## src/rtl/mcs4_cycle_seq_if.sv

```systemverilog
`default_nettype none
// ============================================================================
// Module   : mcs4_cycle_seq_if
// Purpose  : Bus and handshake bundle for the MCS-4 style instruction-cycle
//            sequencer. The sequencer sits on the slave side; the
//            ROM/RAM/decoder environment drives it from the master side.
// Revision : 1.0 - initial release
// ============================================================================
interface mcs4_cycle_seq_if;
    logic        stall;
    logic [3:0]  dbus_in;
    logic [3:0]  dbus_out;
    logic        dbus_oe;
    logic        clken_1;
    logic        clken_2;
    logic        sync;
    logic [2:0]  icyc;
    logic [3:0]  opr;
    logic [3:0]  opa;
    logic        instr_valid;
    logic [1:0]  pc_op;
    logic        pc_op_valid;
    logic [11:0] jump_addr;
    logic [11:0] pc;
    logic        stack_ovf;
    logic        stack_udf;

    modport master (
        output stall, dbus_in, pc_op, pc_op_valid, jump_addr,
        input  dbus_out, dbus_oe, clken_1, clken_2, sync, icyc,
               opr, opa, instr_valid, pc, stack_ovf, stack_udf
    );

    modport slave (
        input  stall, dbus_in, pc_op, pc_op_valid, jump_addr,
        output dbus_out, dbus_oe, clken_1, clken_2, sync, icyc,
               opr, opa, instr_valid, pc, stack_ovf, stack_udf
    );
endinterface
`default_nettype wire

```

## src/rtl/mcs4_cycle_seq.sv

```systemverilog
`default_nettype none
// ============================================================================
// Module   : mcs4_cycle_seq
// Purpose  : Eight-subcycle instruction sequencer (A1..X3) with phase enables,
//            nibble-serial PC output, opcode capture and a circular
//            return-address stack.
// Revision : 1.0 - initial release
// ============================================================================
module mcs4_cycle_seq #(
    parameter int PHASE_CLKS  = 2,
    parameter int STACK_DEPTH = 3
) (
    input  wire logic       clk,
    input  wire logic       rst_n,
    mcs4_cycle_seq_if.slave bus
);
    localparam int CYC_CLKS = 2 * PHASE_CLKS;
    localparam int CNT_W    = (CYC_CLKS > 1) ? $clog2(CYC_CLKS) : 1;
    localparam int SP_W     = $clog2(STACK_DEPTH);
    localparam int OCC_W    = $clog2(STACK_DEPTH + 1);

    localparam logic [CNT_W-1:0] CNT_LAST = CNT_W'(CYC_CLKS - 1);
    localparam logic [CNT_W-1:0] CNT_PH2  = CNT_W'(PHASE_CLKS);
    localparam logic [SP_W-1:0]  SP_MAX   = SP_W'(STACK_DEPTH - 1);
    localparam logic [OCC_W-1:0] OCC_FULL = OCC_W'(STACK_DEPTH);

    localparam logic [2:0] CY_A1 = 3'd0;
    localparam logic [2:0] CY_A2 = 3'd1;
    localparam logic [2:0] CY_A3 = 3'd2;
    localparam logic [2:0] CY_M1 = 3'd3;
    localparam logic [2:0] CY_M2 = 3'd4;
    localparam logic [2:0] CY_X1 = 3'd5;
    localparam logic [2:0] CY_X2 = 3'd6;
    localparam logic [2:0] CY_X3 = 3'd7;

    localparam logic [0:0] ST_RUN  = 1'b0;
    localparam logic [0:0] ST_HOLD = 1'b1;

    localparam logic [1:0] OP_INC  = 2'b00;
    localparam logic [1:0] OP_JMP  = 2'b01;
    localparam logic [1:0] OP_CALL = 2'b10;
    localparam logic [1:0] OP_RET  = 2'b11;

    logic [CNT_W-1:0] cnt_q, cnt_d;
    logic [2:0]       icyc_q, icyc_d;
    logic [0:0]       state_q, state_d;
    logic [1:0]       op_q, op_d;
    logic [11:0]      addr_q, addr_d;
    logic [11:0]      pc_q, pc_d;
    logic [SP_W-1:0]  sp_q, sp_d;
    logic [OCC_W-1:0] occ_q, occ_d;
    logic             ovf_q, ovf_d;
    logic             udf_q, udf_d;
    logic [3:0]       opr_q, opa_q;
    logic [11:0]      stack_q [STACK_DEPTH];

    logic             w_run;
    logic             w_end_x3;
    logic             w_clken_2;
    logic             w_take;
    logic [1:0]       w_op;
    logic [11:0]      w_addr;
    logic [11:0]      w_pc_inc;
    logic [SP_W-1:0]  w_sp_inc;
    logic [SP_W-1:0]  w_sp_dec;
    logic             w_push;
    logic [3:0]       w_dbus;

    assign w_run     = (state_q == ST_RUN);
    assign w_end_x3  = w_run && (icyc_q == CY_X3) && (cnt_q == CNT_LAST);
    assign w_clken_2 = w_run && (cnt_q == CNT_PH2);
    // A request on the update clock itself still counts (last sample wins).
    assign w_take    = w_run && bus.pc_op_valid &&
                       ((icyc_q == CY_X1) || (icyc_q == CY_X2) || (icyc_q == CY_X3));
    assign w_op      = w_take ? bus.pc_op : op_q;
    assign w_addr    = w_take ? bus.jump_addr : addr_q;
    assign w_pc_inc  = pc_q + 12'd1;
    assign w_sp_inc  = (sp_q == SP_MAX) ? '0 : sp_q + SP_W'(1);
    assign w_sp_dec  = (sp_q == '0) ? SP_MAX : sp_q - SP_W'(1);

    // Phase counter / subcycle advance, with the X3 hold and its release to A1.
    always_comb begin
        state_d = state_q;
        cnt_d   = cnt_q;
        icyc_d  = icyc_q;
        if (state_q == ST_HOLD) begin
            if (!bus.stall) begin
                state_d = ST_RUN;
                cnt_d   = '0;
                icyc_d  = CY_A1;
            end
        end else if (cnt_q == CNT_LAST) begin
            if ((icyc_q == CY_X3) && bus.stall) begin
                state_d = ST_HOLD;
            end else begin
                cnt_d  = '0;
                icyc_d = icyc_q + 3'd1;
            end
        end else begin
            cnt_d = cnt_q + CNT_W'(1);
        end
    end

    // Pending PC operation: cleared at every update and ignored while held.
    always_comb begin
        op_d   = op_q;
        addr_d = addr_q;
        if (w_end_x3 || !w_run) begin
            op_d = OP_INC;
        end else if (w_take) begin
            op_d   = bus.pc_op;
            addr_d = bus.jump_addr;
        end
    end

    // PC and stack-pointer update at the last clock of X3.
    always_comb begin
        pc_d   = pc_q;
        sp_d   = sp_q;
        occ_d  = occ_q;
        ovf_d  = 1'b0;
        udf_d  = 1'b0;
        w_push = 1'b0;
        if (w_end_x3) begin
            case (w_op)
                OP_INC: pc_d = w_pc_inc;
                OP_JMP: pc_d = w_addr;
                OP_CALL: begin
                    w_push = 1'b1;
                    pc_d   = w_addr;
                    sp_d   = w_sp_inc;
                    if (occ_q == OCC_FULL) ovf_d = 1'b1;
                    else                   occ_d = occ_q + OCC_W'(1);
                end
                OP_RET: begin
                    pc_d = stack_q[w_sp_dec];
                    sp_d = w_sp_dec;
                    if (occ_q == '0) udf_d = 1'b1;
                    else             occ_d = occ_q - OCC_W'(1);
                end
            endcase
        end
    end

    // Sequencer, op latch, PC and error-pulse registers.
    always_ff @(posedge clk or negedge rst_n) begin
        if (!rst_n) begin
            state_q <= ST_RUN;
            cnt_q   <= '0;
            icyc_q  <= CY_A1;
            op_q    <= OP_INC;
            addr_q  <= '0;
            pc_q    <= '0;
            sp_q    <= '0;
            occ_q   <= '0;
            ovf_q   <= 1'b0;
            udf_q   <= 1'b0;
        end else begin
            state_q <= state_d;
            cnt_q   <= cnt_d;
            icyc_q  <= icyc_d;
            op_q    <= op_d;
            addr_q  <= addr_d;
            pc_q    <= pc_d;
            sp_q    <= sp_d;
            occ_q   <= occ_d;
            ovf_q   <= ovf_d;
            udf_q   <= udf_d;
        end
    end

    // Return-address storage; a push into a full stack overwrites the oldest slot.
    always_ff @(posedge clk or negedge rst_n) begin
        if (!rst_n) begin
            for (int i = 0; i < STACK_DEPTH; i++) stack_q[i] <= '0;
        end else if (w_push) begin
            stack_q[sp_q] <= w_pc_inc;
        end
    end

    // Opcode nibble capture on the phase-2 enable of M1 and M2.
    always_ff @(posedge clk or negedge rst_n) begin
        if (!rst_n) begin
            opr_q <= '0;
            opa_q <= '0;
        end else begin
            if (w_clken_2 && (icyc_q == CY_M1)) opr_q <= bus.dbus_in;
            if (w_clken_2 && (icyc_q == CY_M2)) opa_q <= bus.dbus_in;
        end
    end

    // PC nibble sent out during A1..A3, bus released otherwise.
    always_comb begin
        case (icyc_q)
            CY_A1:   w_dbus = pc_q[3:0];
            CY_A2:   w_dbus = pc_q[7:4];
            CY_A3:   w_dbus = pc_q[11:8];
            default: w_dbus = 4'h0;
        endcase
    end

    assign bus.dbus_out    = w_dbus;
    assign bus.dbus_oe     = (icyc_q == CY_A1) || (icyc_q == CY_A2) || (icyc_q == CY_A3);
    assign bus.clken_1     = w_run && (cnt_q == '0);
    assign bus.clken_2     = w_clken_2;
    assign bus.sync        = (icyc_q == CY_X3);
    assign bus.icyc        = icyc_q;
    assign bus.opr         = opr_q;
    assign bus.opa         = opa_q;
    assign bus.instr_valid = w_run && (icyc_q == CY_M2) && (cnt_q == CNT_LAST);
    assign bus.pc          = pc_q;
    assign bus.stack_ovf   = ovf_q;
    assign bus.stack_udf   = udf_q;
endmodule
`default_nettype wire
```

## src/flat_wrapper.sv

```systemverilog
// flat-port wrapper written by rule: the top's interface ports become plain ports
module mcs4_cycle_seq_flat 
#(
    parameter int PHASE_CLKS  = 2,
    parameter int STACK_DEPTH = 3
)
  (clk, rst_n, bus_stall, bus_dbus_in, bus_pc_op, bus_pc_op_valid, bus_jump_addr, bus_dbus_out, bus_dbus_oe, bus_clken_1, bus_clken_2, bus_sync, bus_icyc, bus_opr, bus_opa, bus_instr_valid, bus_pc, bus_stack_ovf, bus_stack_udf);
  mcs4_cycle_seq_if bus_i ();
  input  wire logic clk;
  input  wire logic rst_n;
  input wire logic [$bits(bus_i.stall)-1:0] bus_stall;
  input wire logic [$bits(bus_i.dbus_in)-1:0] bus_dbus_in;
  input wire logic [$bits(bus_i.pc_op)-1:0] bus_pc_op;
  input wire logic [$bits(bus_i.pc_op_valid)-1:0] bus_pc_op_valid;
  input wire logic [$bits(bus_i.jump_addr)-1:0] bus_jump_addr;
  output wire logic [$bits(bus_i.dbus_out)-1:0] bus_dbus_out;
  output wire logic [$bits(bus_i.dbus_oe)-1:0] bus_dbus_oe;
  output wire logic [$bits(bus_i.clken_1)-1:0] bus_clken_1;
  output wire logic [$bits(bus_i.clken_2)-1:0] bus_clken_2;
  output wire logic [$bits(bus_i.sync)-1:0] bus_sync;
  output wire logic [$bits(bus_i.icyc)-1:0] bus_icyc;
  output wire logic [$bits(bus_i.opr)-1:0] bus_opr;
  output wire logic [$bits(bus_i.opa)-1:0] bus_opa;
  output wire logic [$bits(bus_i.instr_valid)-1:0] bus_instr_valid;
  output wire logic [$bits(bus_i.pc)-1:0] bus_pc;
  output wire logic [$bits(bus_i.stack_ovf)-1:0] bus_stack_ovf;
  output wire logic [$bits(bus_i.stack_udf)-1:0] bus_stack_udf;
  assign bus_i.stall = bus_stall;
  assign bus_i.dbus_in = bus_dbus_in;
  assign bus_i.pc_op = bus_pc_op;
  assign bus_i.pc_op_valid = bus_pc_op_valid;
  assign bus_i.jump_addr = bus_jump_addr;
  assign bus_dbus_out = bus_i.dbus_out;
  assign bus_dbus_oe = bus_i.dbus_oe;
  assign bus_clken_1 = bus_i.clken_1;
  assign bus_clken_2 = bus_i.clken_2;
  assign bus_sync = bus_i.sync;
  assign bus_icyc = bus_i.icyc;
  assign bus_opr = bus_i.opr;
  assign bus_opa = bus_i.opa;
  assign bus_instr_valid = bus_i.instr_valid;
  assign bus_pc = bus_i.pc;
  assign bus_stack_ovf = bus_i.stack_ovf;
  assign bus_stack_udf = bus_i.stack_udf;
  mcs4_cycle_seq #(.PHASE_CLKS(PHASE_CLKS), .STACK_DEPTH(STACK_DEPTH)) u_core (.clk(clk), .rst_n(rst_n), .bus(bus_i));
endmodule
```

## config.mk

```make
export PLATFORM = sky130hd
export DESIGN_NAME = mcs4_cycle_seq_flat
export DESIGN_NICKNAME = d
export VERILOG_FILES = /design/src/rtl/mcs4_cycle_seq_if.sv /design/src/rtl/mcs4_cycle_seq.sv /design/src/flat_wrapper.sv
export SDC_FILE = /design/constraint.sdc
export NUM_CORES = 1
export LEC_CHECK = 0
export BUFFER_PORTS_ARGS = -buffer_cell sky130_fd_sc_hd__buf_2
export CORE_UTILIZATION = 55
export DETAILED_ROUTE_END_ITERATION = 7
export PLACE_DENSITY_LB_ADDON = 0.2
export SYNTH_ARGS = -nofsm -noshare
export SYNTH_HDL_FRONTEND = slang
export SYNTH_SLANG_ARGS = --single-unit
export TNS_END_PERCENT = 20
```

## constraint.sdc

```tcl
create_clock -name clk -period 4.17 [get_ports clk]
set_input_delay 1.251 -clock clk [delete_from_list [all_inputs] [get_ports clk]]
set_output_delay 1.251 -clock clk [all_outputs]
set_load 0.03 [all_outputs]
```

==> results.sh, run 1 <==
export IMPL_part_of_the_power_in_the_clock_network_pct=17.4
export IMPL_timing_critical_path_slowest_stage_cell="sky130_fd_sc_hd__nor2_1"
export IMPL_final_common_cell="sky130_fd_sc_hd__dfrtp_1"
export IMPL_power_switching_fraction_pct=46.5
export IMPL_powerDensity_nw_per_um2=761
export IMPL_run_status="complete, no violations"
export IMPL_drt_first_iter_violations=267
export IMPL_antenna_found_initial=0
export IMPL_worst_hold_path_num_cells=2
export IMPL_fraction_of_layout_instances_using_a_drive_strength_above_1_pct=23.0
export IMPL_drcViolationCount=0
export IMPL_min_delay_worst_endpoint="u_core.stack_q[33]$_DFFE_PN0P_"
export IMPL_top_signal_layer_used="met4"
export IMPL_timing_final_crit_period_ns=3.60
export IMPL_cts_resized=0
export IMPL_placement_io_buffers=55
export IMPL_setup_total_negative_slack_ns=0
export IMPL_grt_first_pass_wirelength_um=17500
export IMPL_fp_coreArea_um2=7850
export IMPL_antenna_cells=0
export IMPL_worstReg2RegStart="u_core.bus.icyc[0]$_DFFE_PN0P_"
export IMPL_clock_path_buffers=2
export IMPL_number_of_library_cell_types_mapped_by_synthesis=56
export IMPL_ant_nets=0
export IMPL_p_leak_nw=2.34
export IMPL_die_width_um=92.7
export IMPL_clock_sinks=82
export IMPL_max_cap_violations=0
export IMPL_mostFrequentLayoutCells="sky130_fd_sc_hd__dfrtp_1, sky130_fd_sc_hd__nand2_1, sky130_fd_sc_hd__buf_2, sky130_fd_sc_hd__o21ai_0, sky130_fd_sc_hd__mux2_2"
export IMPL_crit_path_dat_ns=3.88
export IMPL_max_slew_worst_pin_slew_ns=1.03
export IMPL_wl_met1_um=4780
export IMPL_cts_reportedPaths_clkPinSlew_ns=0.09
export IMPL_worst_endpoint_required_ns=4.44
export IMPL_synthesis_area_um2=4530
export IMPL_start_util_pct=57.7
export IMPL_worst_slew_margin_rel_pct=31.2
export IMPL_dp_hpwl_um=7540
export IMPL_critical_path_top_delay_family="simple AND/OR/NAND/NOR gates"
export IMPL_num_fill_cells=650
export IMPL_wirelength_um=10500
export IMPL_critical_path_max_fanout=14
export IMPL_postCtsSetupRepairBufs=0
export IMPL_rsz_0062_raised_after_global_routing="no"
export IMPL_pwr_share_comb_pct=49.7
export IMPL_place_congestion=0.917
export IMPL_critPathMostFrequentCell="sky130_fd_sc_hd__ha_1"
export IMPL_clock_tree_htree_level_count=3
export IMPL_fin_skew_ns=0.0147
export IMPL_reg2reg_slack_ns=0.57
export IMPL_timing_hold_violations_final=0
export IMPL_hold_worst_slack_ns=0.484
export IMPL_first_global_vias=3547
export IMPL_detailedRoute_firstPassIterationCount=5
export IMPL_dr_wl_met3_um=662
export IMPL_layout_area_overhead_vs_synth_pct=12.0
export IMPL_report_final_setup_viol=0
export IMPL_floorplan_die_area_um2=8600
export IMPL_globalRouteTotalUtil_pct=26.4
export IMPL_crit_path_end_kind="register"
export IMPL_grt_overflow_total=0
export IMPL_timing_final_max_slew_violations=0
export IMPL_postSynthAreaPerCell_um2=9.91
export IMPL_detailroute_via_count=3662
export IMPL_number_of_clock_buffers_inserted_by_tritoncts=9
export IMPL_share_of_the_clock_period_used_by_the_worst_path_after_layout_pct=86.4
export IMPL_vdd_ir_drop_max_v=0.000492
export IMPL_final_nets=540
export IMPL_dieHeight_um=92.7
export IMPL_switching_power_mw=1.79
export IMPL_cts_root_buf="sky130_fd_sc_hd__clkbuf_8"
export IMPL_largest_net_degree_at_the_start_of_global_routing=83
export IMPL_io_pins=56
export IMPL_number_of_hold_buffers_added_after_cts=0
export IMPL_synthFlopType="sky130_fd_sc_hd__dfrtp_1"
export IMPL_hp_class="reg -> reg"
export IMPL_internal_dissipation_mw=2.07
export IMPL_postSynthNetCount=498
export IMPL_synth_enable_flop_cells=0
export IMPL_hold_start="u_core.stack_q[33]$_DFFE_PN0P_"
export IMPL_seqPwrFrac_pct=32.9
export IMPL_critical_path_cell_by_cell="ha_1 -> ha_1 -> nor2_1 -> nor3_1 -> mux2i_1 -> inv_1 -> ha_1 -> nand2_1 -> or4_1 -> and4b_1 -> a211oi_1"
export IMPL_startpoint_type="register"
export IMPL_tritoncts="built"
export IMPL_regToRegEndpoint="u_core.bus.pc[10]$_DFFE_PN0P_"
export IMPL_synthesis_instances=457
export IMPL_critical_path_startpoint="u_core.bus.icyc[0]$_DFFE_PN0P_"
export IMPL_synth_seq_area_share_pct=45.3
export IMPL_std_cell_rows=32
export IMPL_share_of_synthesized_flip_flops_with_an_asynchronous_set_or_reset_pct=100
export IMPL_yosys_warnings=0
export IMPL_crit_path_max_incr_delay_ns=0.71
export IMPL_fmax_mhz=278
export IMPL_worst_path_buf_inv=1
export IMPL_insertion_delay_ns=0.36
export IMPL_wl_met2_um=4840
export IMPL_ys_seq_elements=82
export IMPL_route_detailed_vias_per_inst=6.04
export IMPL_post_drt_wl_per_cell_um=17.4
export IMPL_worstSetupPathType="reg -> reg"
export IMPL_worstRegToRegCells=11
per-stage QoR:
step | utilization [%] | area (um^2) | power [mW] | setup slack (ns) | cells
after floorplan | - | 4530 | 2.66 | 0.659 | 457
after global placement | 61.7 | 4840 | 3.14 | 0.512 | 590
after detailed placement | 61.7 | 4840 | 3.18 | 0.401 | 590
after CTS | 64.6 | 5070 | 3.86 | 0.550 | 606
after global routing | 64.6 | 5070 | 4.09 | 0.294 | 606
final | 64.6 | 5070 | 3.86 | 0.566 | 606
synthesized netlist by cell type, types with 6 or more instances:
cell type                   instances  area share (%)
sky130_fd_sc_hd__ha_1              19             5.3
sky130_fd_sc_hd__mux2i_1           15             3.3
sky130_fd_sc_hd__o31a_1             8             1.5
sky130_fd_sc_hd__o21a_1             7             1.2
sky130_fd_sc_hd__clkbuf_1          16             1.3
sky130_fd_sc_hd__mux2_2            27             6.7
sky130_fd_sc_hd__nand3_1           13             1.4
sky130_fd_sc_hd__nor2b_1            6            0.83
sky130_fd_sc_hd__o21ai_0           46             5.1
sky130_fd_sc_hd__nor3_1             7            0.77
sky130_fd_sc_hd__inv_1             12            0.99
sky130_fd_sc_hd__a21oi_1           21             2.3
sky130_fd_sc_hd__dfrtp_1           82              45
sky130_fd_sc_hd__o2bb2ai_1          7             1.4
sky130_fd_sc_hd__nand2_1           62             5.1
sky130_fd_sc_hd__buf_2              9            0.99
sky130_fd_sc_hd__nor2_1            15             1.2
sky130_fd_sc_hd__and4_1             8             1.5
state kept, by name, indices dropped and copies added (netlist names), 3 cells and up:
signal and flops:
u_core.stack_q 36, u_core.bus.opr 4, u_core.bus.pc 12, u_core.addr_q 12, u_core.bus.icyc 3, u_core.bus.opa 4
logic make-up (layout without fill, tap and decap cells):
logic type	Yosys count	count (layout)	share of synthesized area, %
buffers and inverters	42	89	3.98
muxes	42	42	10.0
DFF	82	82	45.3
adders and majority gates	19	19	5.25
xor gates and xnor gates	6	6	1.16
and+or+nand+nor	138	138	16.0
AOI/OAI and AO/OA	128	128	18.3
layout make-up:
| class | count | area [um^2] | area share [%] |
|---|---|---|---|
| flip-flops and latches | 82 | 2050 | 40.5 |
| clock buffers | 9 | 124 | 2.44 |
| repair buffers | 61 | 323 | 6.36 |
| well taps | 102 | 128 | 2.52 |
| clock inverters | 7 | 105 | 2.07 |
| multi-input cells | 333 | 2300 | 45.3 |
| inverters | 12 | 45.0 | 0.888 |
how the worst max path moves through the flow:
stage	end	slack (ns)	cells past startpoint
4_1_cts	u_core.bus.pc[10]$_DFFE_PN0P_	0.55	11
6_report	u_core.bus.pc[10]$_DFFE_PN0P_	0.57	11
3_5_place_dp	u_core.bus.pc[10]$_DFFE_PN0P_	0.40	10
5_1_grt	u_core.stack_q[31]$_DFFE_PN0P_	0.29	9
2_1_floorplan	u_core.bus.pc[10]$_DFFE_PN0P_	0.66	13
3_3_place_gp	u_core.bus.pc[10]$_DFFE_PN0P_	0.51	10
worst reg2reg max path, delay by kind of cell (launching register included):
family                   cells  cell delay, ns
AND/OR/NAND/NOR              5            1.52
adder cells (fa/ha/maj)      3            0.91
flip-flops                   1            0.43
multiplexers                 1            0.37
AO/OA/AOI/OAI                1            0.19
buffers and inverters        1            0.09
layer usage:
layer,global-route usage [%],vias up
li1,-,1727
met1,36.0,1770
met2,41.5,141
met3,5.01,24
met4,11.0,0
met5,0,-
power groups by stage:
stage / Combinational [mW] / Sequential, mW / Clock [mW]
after CTS: 1.91 / 1.26 / 0.682
after detailed placement: 1.90 / 1.28 / 0
final: 1.92 / 1.27 / 0.670
after floorplan: 1.25 / 1.41 / 0
after global placement: 1.87 / 1.27 / 0
after global routing: 2.08 / 1.30 / 0.709
Note: power is estimated with default switching activity, not from simulation.
==> inputs of run 2 (changes only) <==
Settings changed: CORE_UTILIZATION 55 to 45.
==> results.sh, run 2 (same netlist as run 1, synthesis figures left out) <==
export IMPL_regToRegEndpoint="u_core.bus.pc[10]$_DFFE_PN0P_"
export IMPL_top_register="u_core.stack_q"
export IMPL_rsz_0062_raised_after_global_routing="no"
export IMPL_dp_hpwl_um=7770
export IMPL_fin_skew_ns=0.00923
export IMPL_mostFrequentLayoutCells="sky130_fd_sc_hd__dfrtp_1, sky130_fd_sc_hd__nand2_1, sky130_fd_sc_hd__buf_2, sky130_fd_sc_hd__o21ai_0, sky130_fd_sc_hd__mux2_2"
export IMPL_crit_path_end_kind="register"
export IMPL_timing_critical_path_slowest_stage_cell="sky130_fd_sc_hd__nor2_1"
export IMPL_first_global_vias=3423
export IMPL_antenna_cells=0
export IMPL_detailroute_via_count=3595
export IMPL_ant_nets=0
export IMPL_vdd_ir_drop_max_v=0.000468
export IMPL_start_util_pct=46.3
export IMPL_grt_busiest_layer="met2"
export IMPL_die_width_um=102
export IMPL_setup_total_negative_slack_ns=0
export IMPL_max_slew_worst_pin_slew_ns=1.05
export IMPL_final_instance_count_excl_fill=639
export IMPL_report_final_setup_viol=0
export IMPL_largest_register_ffs=36
export IMPL_timing_hold_violations_final=0
export IMPL_worstReg2RegStart="u_core.bus.icyc[0]$_DFFE_PN0P_"
export IMPL_post_drt_wl_per_cell_um=16.8
export IMPL_layout_cell_area_non_filler_um2=5100
export IMPL_cts_reportedPaths_clkPinSlew_ns=0.09
export IMPL_clock_tree_htree_level_count=3
export IMPL_antenna_found_initial=0
export IMPL_insertion_delay_ns=0.37
export IMPL_globalRouteTotalUtil_pct=22.4
export IMPL_startpoint_type="register"
export IMPL_critical_path_startpoint="u_core.bus.icyc[0]$_DFFE_PN0P_"
export IMPL_number_of_clock_buffers_inserted_by_tritoncts=9
export IMPL_placement_cell_area_um2=4900
export IMPL_reg2reg_slack_ns=0.31
export IMPL_critical_path_cell_by_cell="ha_1 -> ha_1 -> nor2_1 -> nor3_1 -> mux2i_1 -> inv_1 -> ha_1 -> nand2_1 -> or4_1 -> and4b_1 -> a211oi_1"
export IMPL_std_cell_rows=36
export IMPL_placement_io_buffers=55
export IMPL_clock_sinks=82
export IMPL_share_of_the_clock_period_used_by_the_worst_path_after_layout_pct=92.5
export IMPL_fp_coreArea_um2=9770
export IMPL_place_congestion=0.832
export IMPL_drcViolationCount=0
export IMPL_fmax_mhz=259
export IMPL_timing_final_max_slew_violations=0
export IMPL_grt_overflow_total=0
export IMPL_use_met1_pct=30.7
export IMPL_postCtsSetupRepairBufs=0
export IMPL_grtUsageMet3_pct=4.79
export IMPL_wirelength_um=10800
export IMPL_io_pins=56
export IMPL_final_common_cell="sky130_fd_sc_hd__dfrtp_1"
export IMPL_dpl_cell_count=623
export IMPL_number_of_hold_buffers_added_after_cts=0
export IMPL_largest_net_degree_at_the_start_of_global_routing=83
export IMPL_worst_slew_margin_rel_pct=30.2
export IMPL_clock_path_buffers=2
export IMPL_drt_first_iter_violations=105
export IMPL_worstSetupPathType="reg -> reg"
export IMPL_final_core_utilization_pct=52.2
export IMPL_layout_area_overhead_vs_synth_pct=12.6
export IMPL_cts_resized=0
export IMPL_crit_path_dat_ns=4.13
export IMPL_num_fill_cells=923
export IMPL_crit_path_max_incr_delay_ns=0.71
export IMPL_critical_path_max_fanout=16
export IMPL_dieHeight_um=102
export IMPL_detailedRoute_firstPassIterationCount=5
export IMPL_p_leak_nw=2.34
export IMPL_grt_first_pass_wirelength_um=17700
export IMPL_tritoncts="built"
export IMPL_timing_critical_path_to="u_core.bus.pc[10]$_DFFE_PN0P_"
export IMPL_max_cap_violations=0
export IMPL_run_status="complete, no violations"
export IMPL_worst_endpoint_required_ns=4.44
export IMPL_fraction_of_layout_instances_using_a_drive_strength_above_1_pct=23.3
export IMPL_grt_met2_usage_pct=34.7
export IMPL_floorplan_die_area_um2=10500
export IMPL_powerDensity_nw_per_um2=743
export IMPL_hp_class="reg -> reg"
export IMPL_timing_final_crit_period_ns=3.86
export IMPL_worstRegToRegCells=11
export IMPL_route_detailed_vias_per_inst=5.63
export IMPL_cts_root_buf="sky130_fd_sc_hd__clkbuf_8"
export IMPL_final_nets=542
export IMPL_critPathMostFrequentCell="sky130_fd_sc_hd__ha_1"
## run 2: cell types whose count changed in the layout (fill, tap and decap cells not counted), sizes merged
| cell | change |
|---|---|
| clkinv | +3 |
| bufinv | -1 |
| buf | +2 |
| inv | -2 |
## run 2: layout make-up
class | instances | area (um^2) | area share, %
clock buffers | 9 | 124 | 2.43
clock inverters | 7 | 77.6 | 1.52
inverters | 12 | 45.0 | 0.883
multi-input cells | 333 | 2300 | 45.0
flip-flops and latches | 82 | 2050 | 40.2
well taps | 133 | 166 | 3.26
repair buffers | 63 | 338 | 6.63
## run 2: critical path, delay by kind of cell, from the launching register on
kind            cells  cell delay [ns]
compound gates      1             0.20
fa+ha+maj           3             1.10
buf+inv             1             0.09
flops               1             0.43
mux                 1             0.38
simple gates        5             1.58
## run 2: power by group
part | internal, mW | total (mW) | leakage [nW] | switching, mW
Sequential | 1.02 | 1.27 | 1.05 | 0.249
Clock | 0.283 | 0.601 | 0.105 | 0.318
Combinational | 0.692 | 1.92 | 1.18 | 1.22
## run 2: worst min path at each step
| stage | startpoint | endpoint | slack (ns) | depth (start not counted) |
|---|---|---|---|---|
| 6_report | u_core.stack_q[10]$_DFFE_PN0P_ | u_core.stack_q[10]$_DFFE_PN0P_ | 0.49 | 2 |
| 5_1_grt | u_core.stack_q[12]$_DFFE_PN0P_ | u_core.stack_q[12]$_DFFE_PN0P_ | 0.52 | 2 |
| 4_1_cts | u_core.stack_q[9]$_DFFE_PN0P_ | u_core.stack_q[9]$_DFFE_PN0P_ | 0.49 | 2 |
| 3_5_place_dp | u_core.stack_q[21]$_DFFE_PN0P_ | u_core.stack_q[21]$_DFFE_PN0P_ | 0.47 | 2 |
| 3_3_place_gp | u_core.stack_q[33]$_DFFE_PN0P_ | u_core.stack_q[33]$_DFFE_PN0P_ | 0.46 | 2 |
| 2_1_floorplan | u_core.stack_q[34]$_DFFE_PN0P_ | u_core.stack_q[34]$_DFFE_PN0P_ | 0.44 | 2 |
## run 2: routing by layer
layer  up-vias  routed length [um]
li1       1734                   -
met2       107                4970
met5         -                   0
met1      1743                5040
met3        11                 589
met4         0                 170
## run 2: stage by stage
stage / worst slack (ns) / power [mW] / hold WS, ns
final: 0.312 / 3.79 / 0.485
after global routing: 0.0327 / 4.05 / 0.517
after CTS: 0.353 / 3.80 / 0.490
after detailed placement: 0.421 / 3.19 / 0.465
after global placement: 0.557 / 3.15 / 0.457
after floorplan: 0.659 / 2.66 / 0.444
